==> src/rtl/accum_alu_seq_if.sv <==
// Request/response bundle between a sequencing controller and the accumulator ALU.
interface accum_alu_seq_if #(
    parameter int DATA_W = 4
);
    logic [DATA_W-1:0]   Data;
    logic [2:0]          Function;
    logic                Valid;
    logic                Ready;
    logic [2*DATA_W-1:0] ALUout;
    logic                Done;
    logic                Flag;

    modport master (
        output Data, Function, Valid,
        input  Ready, ALUout, Done, Flag
    );

    modport slave (
        input  Data, Function, Valid,
        output Ready, ALUout, Done, Flag
    );
endinterface

==> src/rtl/accum_alu_seq.sv <==
// Accumulator ALU: operand A is the low half of the registered result; MUL runs as a
// DATA_W-cycle shift-add loop while the other seven ops complete in one edge.
module accum_alu_seq #(
    parameter int DATA_W = 4
) (
    input logic            Clock,
    input logic            Reset_b,
    accum_alu_seq_if.slave bus
);
    localparam int RW = 2 * DATA_W;
    localparam int CW = $clog2(DATA_W + 1);

    localparam logic [0:0] IDLE    = 1'b0;
    localparam logic [0:0] MUL_RUN = 1'b1;

    localparam logic [2:0] OP_ADD  = 3'd0;
    localparam logic [2:0] OP_MUL  = 3'd1;
    localparam logic [2:0] OP_SHL  = 3'd2;
    localparam logic [2:0] OP_HOLD = 3'd3;
    localparam logic [2:0] OP_SUB  = 3'd4;
    localparam logic [2:0] OP_AND  = 3'd5;
    localparam logic [2:0] OP_OR   = 3'd6;

    localparam logic [CW-1:0]     CNT_INIT = CW'(DATA_W);
    localparam logic [CW-1:0]     CNT_ONE  = CW'(1);
    localparam logic [DATA_W:0]   SHL_LIM  = (DATA_W + 1)'(RW);

    logic [0:0]        r_state;
    logic [RW-1:0]     r_aluout;
    logic              r_flag;
    logic              r_done;
    logic [RW-1:0]     r_mcand;
    logic [DATA_W-1:0] r_mplier;
    logic [RW-1:0]     r_prod;
    logic [CW-1:0]     r_count;

    logic [DATA_W-1:0] w_a;
    logic [RW-1:0]     w_aext;
    logic [RW-1:0]     w_bext;
    logic [2*RW-1:0]   w_shl;
    logic [RW-1:0]     w_res;
    logic              w_flag;
    logic [RW-1:0]     w_pp_nxt;

    assign w_a      = r_aluout[DATA_W-1:0];
    assign w_aext   = {{DATA_W{1'b0}}, w_a};
    assign w_bext   = {{DATA_W{1'b0}}, bus.Data};
    // Shifting in double the result width keeps every bit that falls off the top.
    assign w_shl    = {{RW{1'b0}}, w_aext} << bus.Data;
    assign w_pp_nxt = r_prod + (r_mplier[0] ? r_mcand : '0);

    always_comb begin
        w_res  = '0;
        w_flag = 1'b0;
        case (bus.Function)
            OP_ADD: begin
                w_res  = w_aext + w_bext;
                w_flag = |w_res[RW-1:DATA_W];
            end
            OP_SHL: begin
                if ({1'b0, bus.Data} >= SHL_LIM) begin
                    w_res  = '0;
                    w_flag = |w_a;
                end else begin
                    w_res  = w_shl[RW-1:0];
                    w_flag = |w_shl[2*RW-1:RW];
                end
            end
            OP_HOLD: w_res = w_aext;
            OP_SUB: begin
                w_res  = w_aext - w_bext;
                w_flag = (w_a < bus.Data);
            end
            OP_AND:  w_res = w_aext & w_bext;
            OP_OR:   w_res = w_aext | w_bext;
            default: w_res = '0;
        endcase
    end

    always_ff @(posedge Clock or negedge Reset_b) begin
        if (!Reset_b) begin
            r_state  <= IDLE;
            r_aluout <= '0;
            r_flag   <= 1'b0;
            r_done   <= 1'b0;
            r_mcand  <= '0;
            r_mplier <= '0;
            r_prod   <= '0;
            r_count  <= '0;
        end else begin
            r_done <= 1'b0;
            case (r_state)
                IDLE: begin
                    if (bus.Valid) begin
                        if (bus.Function == OP_MUL) begin
                            r_mcand  <= w_aext;
                            r_mplier <= bus.Data;
                            r_prod   <= '0;
                            r_count  <= CNT_INIT;
                            r_state  <= MUL_RUN;
                        end else begin
                            r_aluout <= w_res;
                            r_flag   <= w_flag;
                            r_done   <= 1'b1;
                        end
                    end
                end
                MUL_RUN: begin
                    r_prod   <= w_pp_nxt;
                    r_mcand  <= r_mcand << 1;
                    r_mplier <= r_mplier >> 1;
                    r_count  <= r_count - CNT_ONE;
                    // Last step: publish the product in the same edge the count hits zero.
                    if (r_count == CNT_ONE) begin
                        r_aluout <= w_pp_nxt;
                        r_flag   <= |w_pp_nxt[RW-1:DATA_W];
                        r_done   <= 1'b1;
                        r_state  <= IDLE;
                    end
                end
                default: r_state <= IDLE;
            endcase
        end
    end

    assign bus.Ready  = (r_state == IDLE);
    assign bus.ALUout = r_aluout;
    assign bus.Done   = r_done;
    assign bus.Flag   = r_flag;
endmodule

==> src/flat_wrapper.sv <==
// flat-port wrapper written by rule: the top's interface ports become plain ports
module accum_alu_seq_flat 
#(
    parameter int DATA_W = 4
)
  (Clock, Reset_b, bus_Data, bus_Function, bus_Valid, bus_Ready, bus_ALUout, bus_Done, bus_Flag);
  accum_alu_seq_if #(.DATA_W(DATA_W)) bus_i ();
  input logic Clock;
  input logic Reset_b;
  input wire logic [$bits(bus_i.Data)-1:0] bus_Data;
  input wire logic [$bits(bus_i.Function)-1:0] bus_Function;
  input wire logic [$bits(bus_i.Valid)-1:0] bus_Valid;
  output wire logic [$bits(bus_i.Ready)-1:0] bus_Ready;
  output wire logic [$bits(bus_i.ALUout)-1:0] bus_ALUout;
  output wire logic [$bits(bus_i.Done)-1:0] bus_Done;
  output wire logic [$bits(bus_i.Flag)-1:0] bus_Flag;
  assign bus_i.Data = bus_Data;
  assign bus_i.Function = bus_Function;
  assign bus_i.Valid = bus_Valid;
  assign bus_Ready = bus_i.Ready;
  assign bus_ALUout = bus_i.ALUout;
  assign bus_Done = bus_i.Done;
  assign bus_Flag = bus_i.Flag;
  accum_alu_seq #(.DATA_W(DATA_W)) u_core (.Clock(Clock), .Reset_b(Reset_b), .bus(bus_i));
endmodule
==> config.mk <==
export PLATFORM = sky130hd
export DESIGN_NAME = accum_alu_seq_flat
export DESIGN_NICKNAME = d
export VERILOG_FILES = /design/src/rtl/accum_alu_seq_if.sv /design/src/rtl/accum_alu_seq.sv /design/src/flat_wrapper.sv
export SDC_FILE = /design/constraint.sdc
export NUM_CORES = 1
export LEC_CHECK = 0
export BUFFER_PORTS_ARGS = -buffer_cell sky130_fd_sc_hd__clkbuf_2
export CAP_MARGIN = 20
export CORE_MARGIN = 4
export CORE_UTILIZATION = 30
export CTS_BUF_LIST = sky130_fd_sc_hd__clkbuf_8 sky130_fd_sc_hd__clkbuf_16
export CTS_CLUSTER_DIAMETER = 50
export DETAILED_ROUTE_END_ITERATION = 8
export GPL_TIMING_DRIVEN = 0
export PLACE_DENSITY = 0.5
export SLEW_MARGIN = 15
export SYNTH_ARGS = -nofsm -noshare
export SYNTH_HDL_FRONTEND = slang
export SYNTH_SLANG_ARGS = --single-unit
==> constraint.sdc <==
create_clock -name Clock -period 5.7 [get_ports Clock]
set_input_delay 0.285 -clock Clock [delete_from_list [all_inputs] [get_ports Clock]]
set_output_delay 0.285 -clock Clock [all_outputs]
set_load 0.03 [all_outputs]
Yosys cells after proc, flatten, opt, wreduce, memory -nomap -nowiden

Index checks and enable logic that the tools add are counted.

Reductions and logical operators: 8
$add $sub $neg: 4
Multiplexer cells: 33
Bitwise operators: 3
Eq/ne operators: 12
Magnitude comparators: 2
Shift-type cells: 1

Operator list:

| operator                                                  | number |
|---|---|
| 2-to-1 mux 8 bit                                          | 9 |
| case mux 8 bit (2 select lines)                           | 3 |
| case mux 8 bit (6 select lines)                           | 1 |
| left shift 4 x 4 -> 16 bit                                | 1 |
| OR reduction 4 bit                                        | 3 |
| 2-to-1 mux 1 bit                                          | 10 |
| equality test 3 bit (second input constant)               | 3 |
| adder 8 bit                                               | 1 |
| 2-to-1 mux 4 bit                                          | 2 |
| != test 2 bit (second input constant)                     | 4 |
| case mux 4 bit (2 select lines)                           | 1 |
| OR reduction 8 bit                                        | 1 |
| equality test 3 x 1 -> 1 bit (second input constant)      | 2 |
| equality test 3 x 2 -> 1 bit (second input constant)      | 2 |
| 2-to-1 mux 3 bit                                          | 2 |
| case mux 1 bit (2 select lines)                           | 3 |
| case mux 3 bit (2 select lines)                           | 1 |
| adder 4 x 4 -> 5 bit                                      | 1 |
| subtractor 4 x 4 -> 5 bit                                 | 1 |
| bitwise AND 4 bit                                         | 1 |
| greater-or-equal comparator 4 bit (second input constant) | 1 |
| < comparator 4 bit                                        | 1 |
| OR 4 bit                                                  | 1 |
| AND reduction 4 bit                                       | 1 |
| other kinds (7)                                           | 7 |

Register bits: 34
Bits of input ports: 10
Word-level logic and storage cells: 72

Depth between registers and ports, before layout

Depth after elaboration: 7
Mapped depth: 10
Mapped depth without buffers: 10

Worst setup path after synthesis

Ideal clock, no wire load.

Path type: register to register
From: reg u_core.r_mplier[0]
To: reg u_core.r_flag (netlist: u_core.bus.Flag)
Arrival: 2.030 ns
Buffers on the path: 0
Library setup time: 0.082 ns
Required time: 5.618 ns
Path slack: 3.588 ns
Cell stages (with the launch flop): 10
Path through: dfrtp_1 > and2_1 > ha_1 > fa_1 > a211oi_1 > o21bai_1 > a21oi_1 > xnor2_1 > o21ai_0 > a31oi_1

Cells in the longest elaborated chain, start to end: 5

RTL lines:

| element                         | RTL line             | RTL |
|---|---|---|
| start: declaration              | accum_alu_seq.sv:33  | `logic [DATA_W-1:0] r_mplier;` |
| start signal: assignment        | accum_alu_seq.sv:97  | `r_mplier <= bus.Data;` |
| start signal: assignment        | accum_alu_seq.sv:111 | `r_mplier <= r_mplier >> 1;` |
| 2-to-1 mux 8 bit                | accum_alu_seq.sv:50  | `assign w_pp_nxt = r_prod + (r_mplier[0] ? r_mcand : '0);` |
| adder 8 bit                     | accum_alu_seq.sv:50  |  |
| OR reduction 4 bit              | accum_alu_seq.sv:116 | `r_flag <= \|w_pp_nxt[RW-1:DATA_W];` |
| 2-to-1 mux 1 bit                | accum_alu_seq.sv:114 | `if (r_count == CNT_ONE) begin` |
| case mux 1 bit (2 select lines) | accum_alu_seq.sv:92  | `case (r_state)` |
| end signal: assignment          | accum_alu_seq.sv:103 | `r_flag <= w_flag;` |
| end signal: assignment          | accum_alu_seq.sv:116 |  |
| end: declaration                | accum_alu_seq.sv:30  | `logic r_flag;` |

Every way passes these cells. The select of a mux whose other input is x is not followed.
A chain may end at the register's enable or synchronous reset.

Worst setup path in the final report

Ends and elaborated chain as after synthesis.

==> results.sh <==
export IMPL_worstPathBufferInverterCount=0
export IMPL_criticalPathCategory="register to register"
export IMPL_grt_usage_pct=13.6
export IMPL_cts_resized_gates=0
export IMPL_numClockSinks=34
export IMPL_cts_max_level=2
export IMPL_final_cell_mix="46 x nand2_1, 34 x dfrtp_1, 27 x o21ai_0, 26 x nor2_1, 26 x a21oi_1"
export IMPL_cts_buffers=5
export IMPL_wl_mm=6.35
export IMPL_ys_async_sr_fraction_pct=100
export IMPL_cts_tree="yes"
export IMPL_fillCellCount=860
export IMPL_synth_ff_type="dfrtp_1"
export IMPL_worstPathRequired_ns=5.86
export IMPL_syn_inst=296
export IMPL_worst_slack_ns=3.25
export IMPL_rows=32
export IMPL_vdd_ir_drop_max_v=0.000134
export IMPL_seq_area_frac_synth_pct=34.5
export IMPL_p_leak_nw=1.32
export IMPL_worst_path_dominant_cell_family="compound AO/OA/AOI/OAI gates"
export IMPL_cp_data_arrival_time_ns=2.61
export IMPL_die_y_um=98.6
export IMPL_gp_congestion=0.851
export IMPL_synth_nets=331
export IMPL_finalCritPeriodShare_pct=43.0
export IMPL_start_kind="register"
export IMPL_slowest_stage="dfrtp_1"
export IMPL_synth_edf_count=0
export IMPL_initial_utilization_pct=31.4
export IMPL_ios=21
export IMPL_worst_setup_path_end_kind="register"
export IMPL_finalMaxSlewViolations=0
export IMPL_core_area_um2=7850
export IMPL_path_max_fanout=9
export IMPL_drive_gt1_share_pct=11.7
export IMPL_worstMarginPinSlew_ns=0.868
export IMPL_yosys_warnings=0
export IMPL_clk_pin_slew_ns=0.07
export IMPL_syn_area_um2=2460
export IMPL_firstDrtPassIters=4
export IMPL_grt_pass1_wl_mm=10.8
export IMPL_crit_start="u_core.r_mplier[0]"
export IMPL_cts_setup_buffers=0
export IMPL_antenna_found_initial=0
export IMPL_pwr_density_cell_nw_per_um2=450
export IMPL_final_common_cell="nand2_1"
export IMPL_viasPerCell=5.01
export IMPL_post_place_cells=418
export IMPL_io_buffers=20
export IMPL_drc=0
export IMPL_syn_mean_instance_area_um2=8.32
export IMPL_antenna_left=0
export IMPL_hold_viol=0
export IMPL_root_buffer="clkbuf_8"
export IMPL_relSlewSlack_pct=42.1
export IMPL_clock_fmax_mhz=408
export IMPL_clk_latency_ns=0.28
export IMPL_n_antenna_cell=0
export IMPL_grt_pass1_vias=2133
export IMPL_finalSetupViolCount=0
export IMPL_dr_total_vias=2133
export IMPL_setup_tns_ns=0
export IMPL_die_width_um=98.6
export IMPL_status="finished clean"
export IMPL_final_util_pct=35.5
export IMPL_r2r_start="u_core.r_mplier[0]"
export IMPL_grt_setup_unrepaired="no"
export IMPL_dp_hpwl_mm=4.87
export IMPL_die_area_um2=9730
export IMPL_grt_overflow_total=0
export IMPL_dp_slack_ns=3.23
export IMPL_cp_cell_sequence="and2_1 -> ha_1 -> fa_1 -> a21o_1 -> a21oi_1 -> xnor2_1 -> o21ai_1 -> a21boi_0 -> a31oi_1"
export IMPL_wire_per_inst_um=14.9
export IMPL_area_delta_synth_final_pct=13.0
export IMPL_cts_max_path_buffers=2
export IMPL_finClkSkew_ns=0.00484
export IMPL_layout_cells_non_filler=426
export IMPL_hold_path_class="input pin to async pin"
export IMPL_synth_seq_cells=34
export IMPL_critPathMaxStageDelay_ns=0.46
export IMPL_layout_min_cycle_time_ns=2.45
export IMPL_fin_nets=358
export IMPL_cap_violations=0
export IMPL_p_total_mw=1.25
export IMPL_ctsHoldBuffers=0
export IMPL_grt_max_degree=35
export IMPL_ys_types=43
export IMPL_drt_iter0_markers=106
-- Yosys cell counts (all sizes together) (3+ instances only) --
library cell  count  area (um2)
dfrtp            34         851
inv              16        60.1
a21o              4        30.0
o21ai            35         175
buf               4        20.0
mux2i             4        40.0
o21bai            4        30.0
ha               22         275
o211ai            3        22.5
a22oi             3        22.5
fa                3        60.1
nor3              4        25.0
nand2            46         173
clkbuf            7        26.3
nor2             27         109
a22o              3        26.3
a31oi             6        37.5
xnor2             9        78.8
a211oi            4        30.0
a21oi            27         139
and2              7        43.8
-- worst reg2reg max path, cell delays in order, from the launching register on --
cell	delay (ns)
dfrtp_1	0.46
and2_1	0.18
ha_1	0.22
fa_1	0.43
a21o_1	0.18
a21oi_1	0.17
xnor2_1	0.14
o21ai_1	0.18
a21boi_0	0.27
a31oi_1	0.12
-- through the flow --
stage	hold WS, ns	cell area [um2]
floorplan	-0.0106	2460
global placement	0.456	2690
detailed placement	0.461	2690
CTS	0.143	2780
global route	0.188	2780
finish	0.104	2780
-- registers in the layout, summed over array words and instances (netlist names) --
signal and count:
u_core.r_state 1, u_core.bus.Flag 1, u_core.r_mplier 4, u_core.r_count 3
u_core.r_prod 8, u_core.bus.ALUout 8, u_core.r_mcand 8, u_core.bus.Done 1
-- kinds of logic (layout without fill, tap and decap cells) --
| kind of cell | count (synthesis) | after routing | share of synthesized area (%) |
|---|---|---|---|
| compound gates | 98 | 98 | 24.0 |
| simple gates | 96 | 96 | 17.5 |
| flops | 34 | 34 | 34.5 |
| buf+inv | 27 | 55 | 4.32 |
| fa+ha+maj | 25 | 25 | 13.6 |
| xor+xnor | 10 | 10 | 3.56 |
| mux | 6 | 6 | 2.54 |
-- where the power goes --
part,switching [mW],internal (mW)
combinational,0.404,0.225
sequential,0.100,0.338
clock,0.0891,0.0957
-- routing by layer --
metal	part of all wire, %	track usage, %	wire [um]	vias to the layer above
met5	0	0	0	-
met2	45	21.1	2840	37
met4	0.60	2.52	38	0
li1	-	-	-	1082
met3	5.2	3.40	328	5
met1	50	19.4	3150	1009
-- final timing paths --
| kind | endpoint | slack [ns] | cells after the start |
|---|---|---|---|
| setup / recovery | u_core.bus.Flag | 3.25 | 9 |
| hold / removal | u_core.bus.Flag | 0.10 | 1 |
| setup reg to reg | u_core.bus.Flag | 3.25 | 9 |
| hold reg to reg | u_core.r_prod[2] | 0.49 | 2 |
| max in group asynchronous | u_core.r_prod[0] | 5.06 | 1 |
| min in group Clock | u_core.r_state | 0.47 | 3 |
-- area by class of cell --
class | count | area [um2] | share of cell area, %
sequential | 34 | 851 | 30.6
multi-input combinational | 235 | 1510 | 54.1
tap | 102 | 128 | 4.59
buffer | 11 | 46.3 | 1.66
clock buffer | 6 | 82.6 | 2.97
inverter | 16 | 60.1 | 2.16
clock inverter | 2 | 8.76 | 0.315
timing repair buffer | 20 | 100 | 3.60
Note: power is estimated with default switching activity, not from simulation.
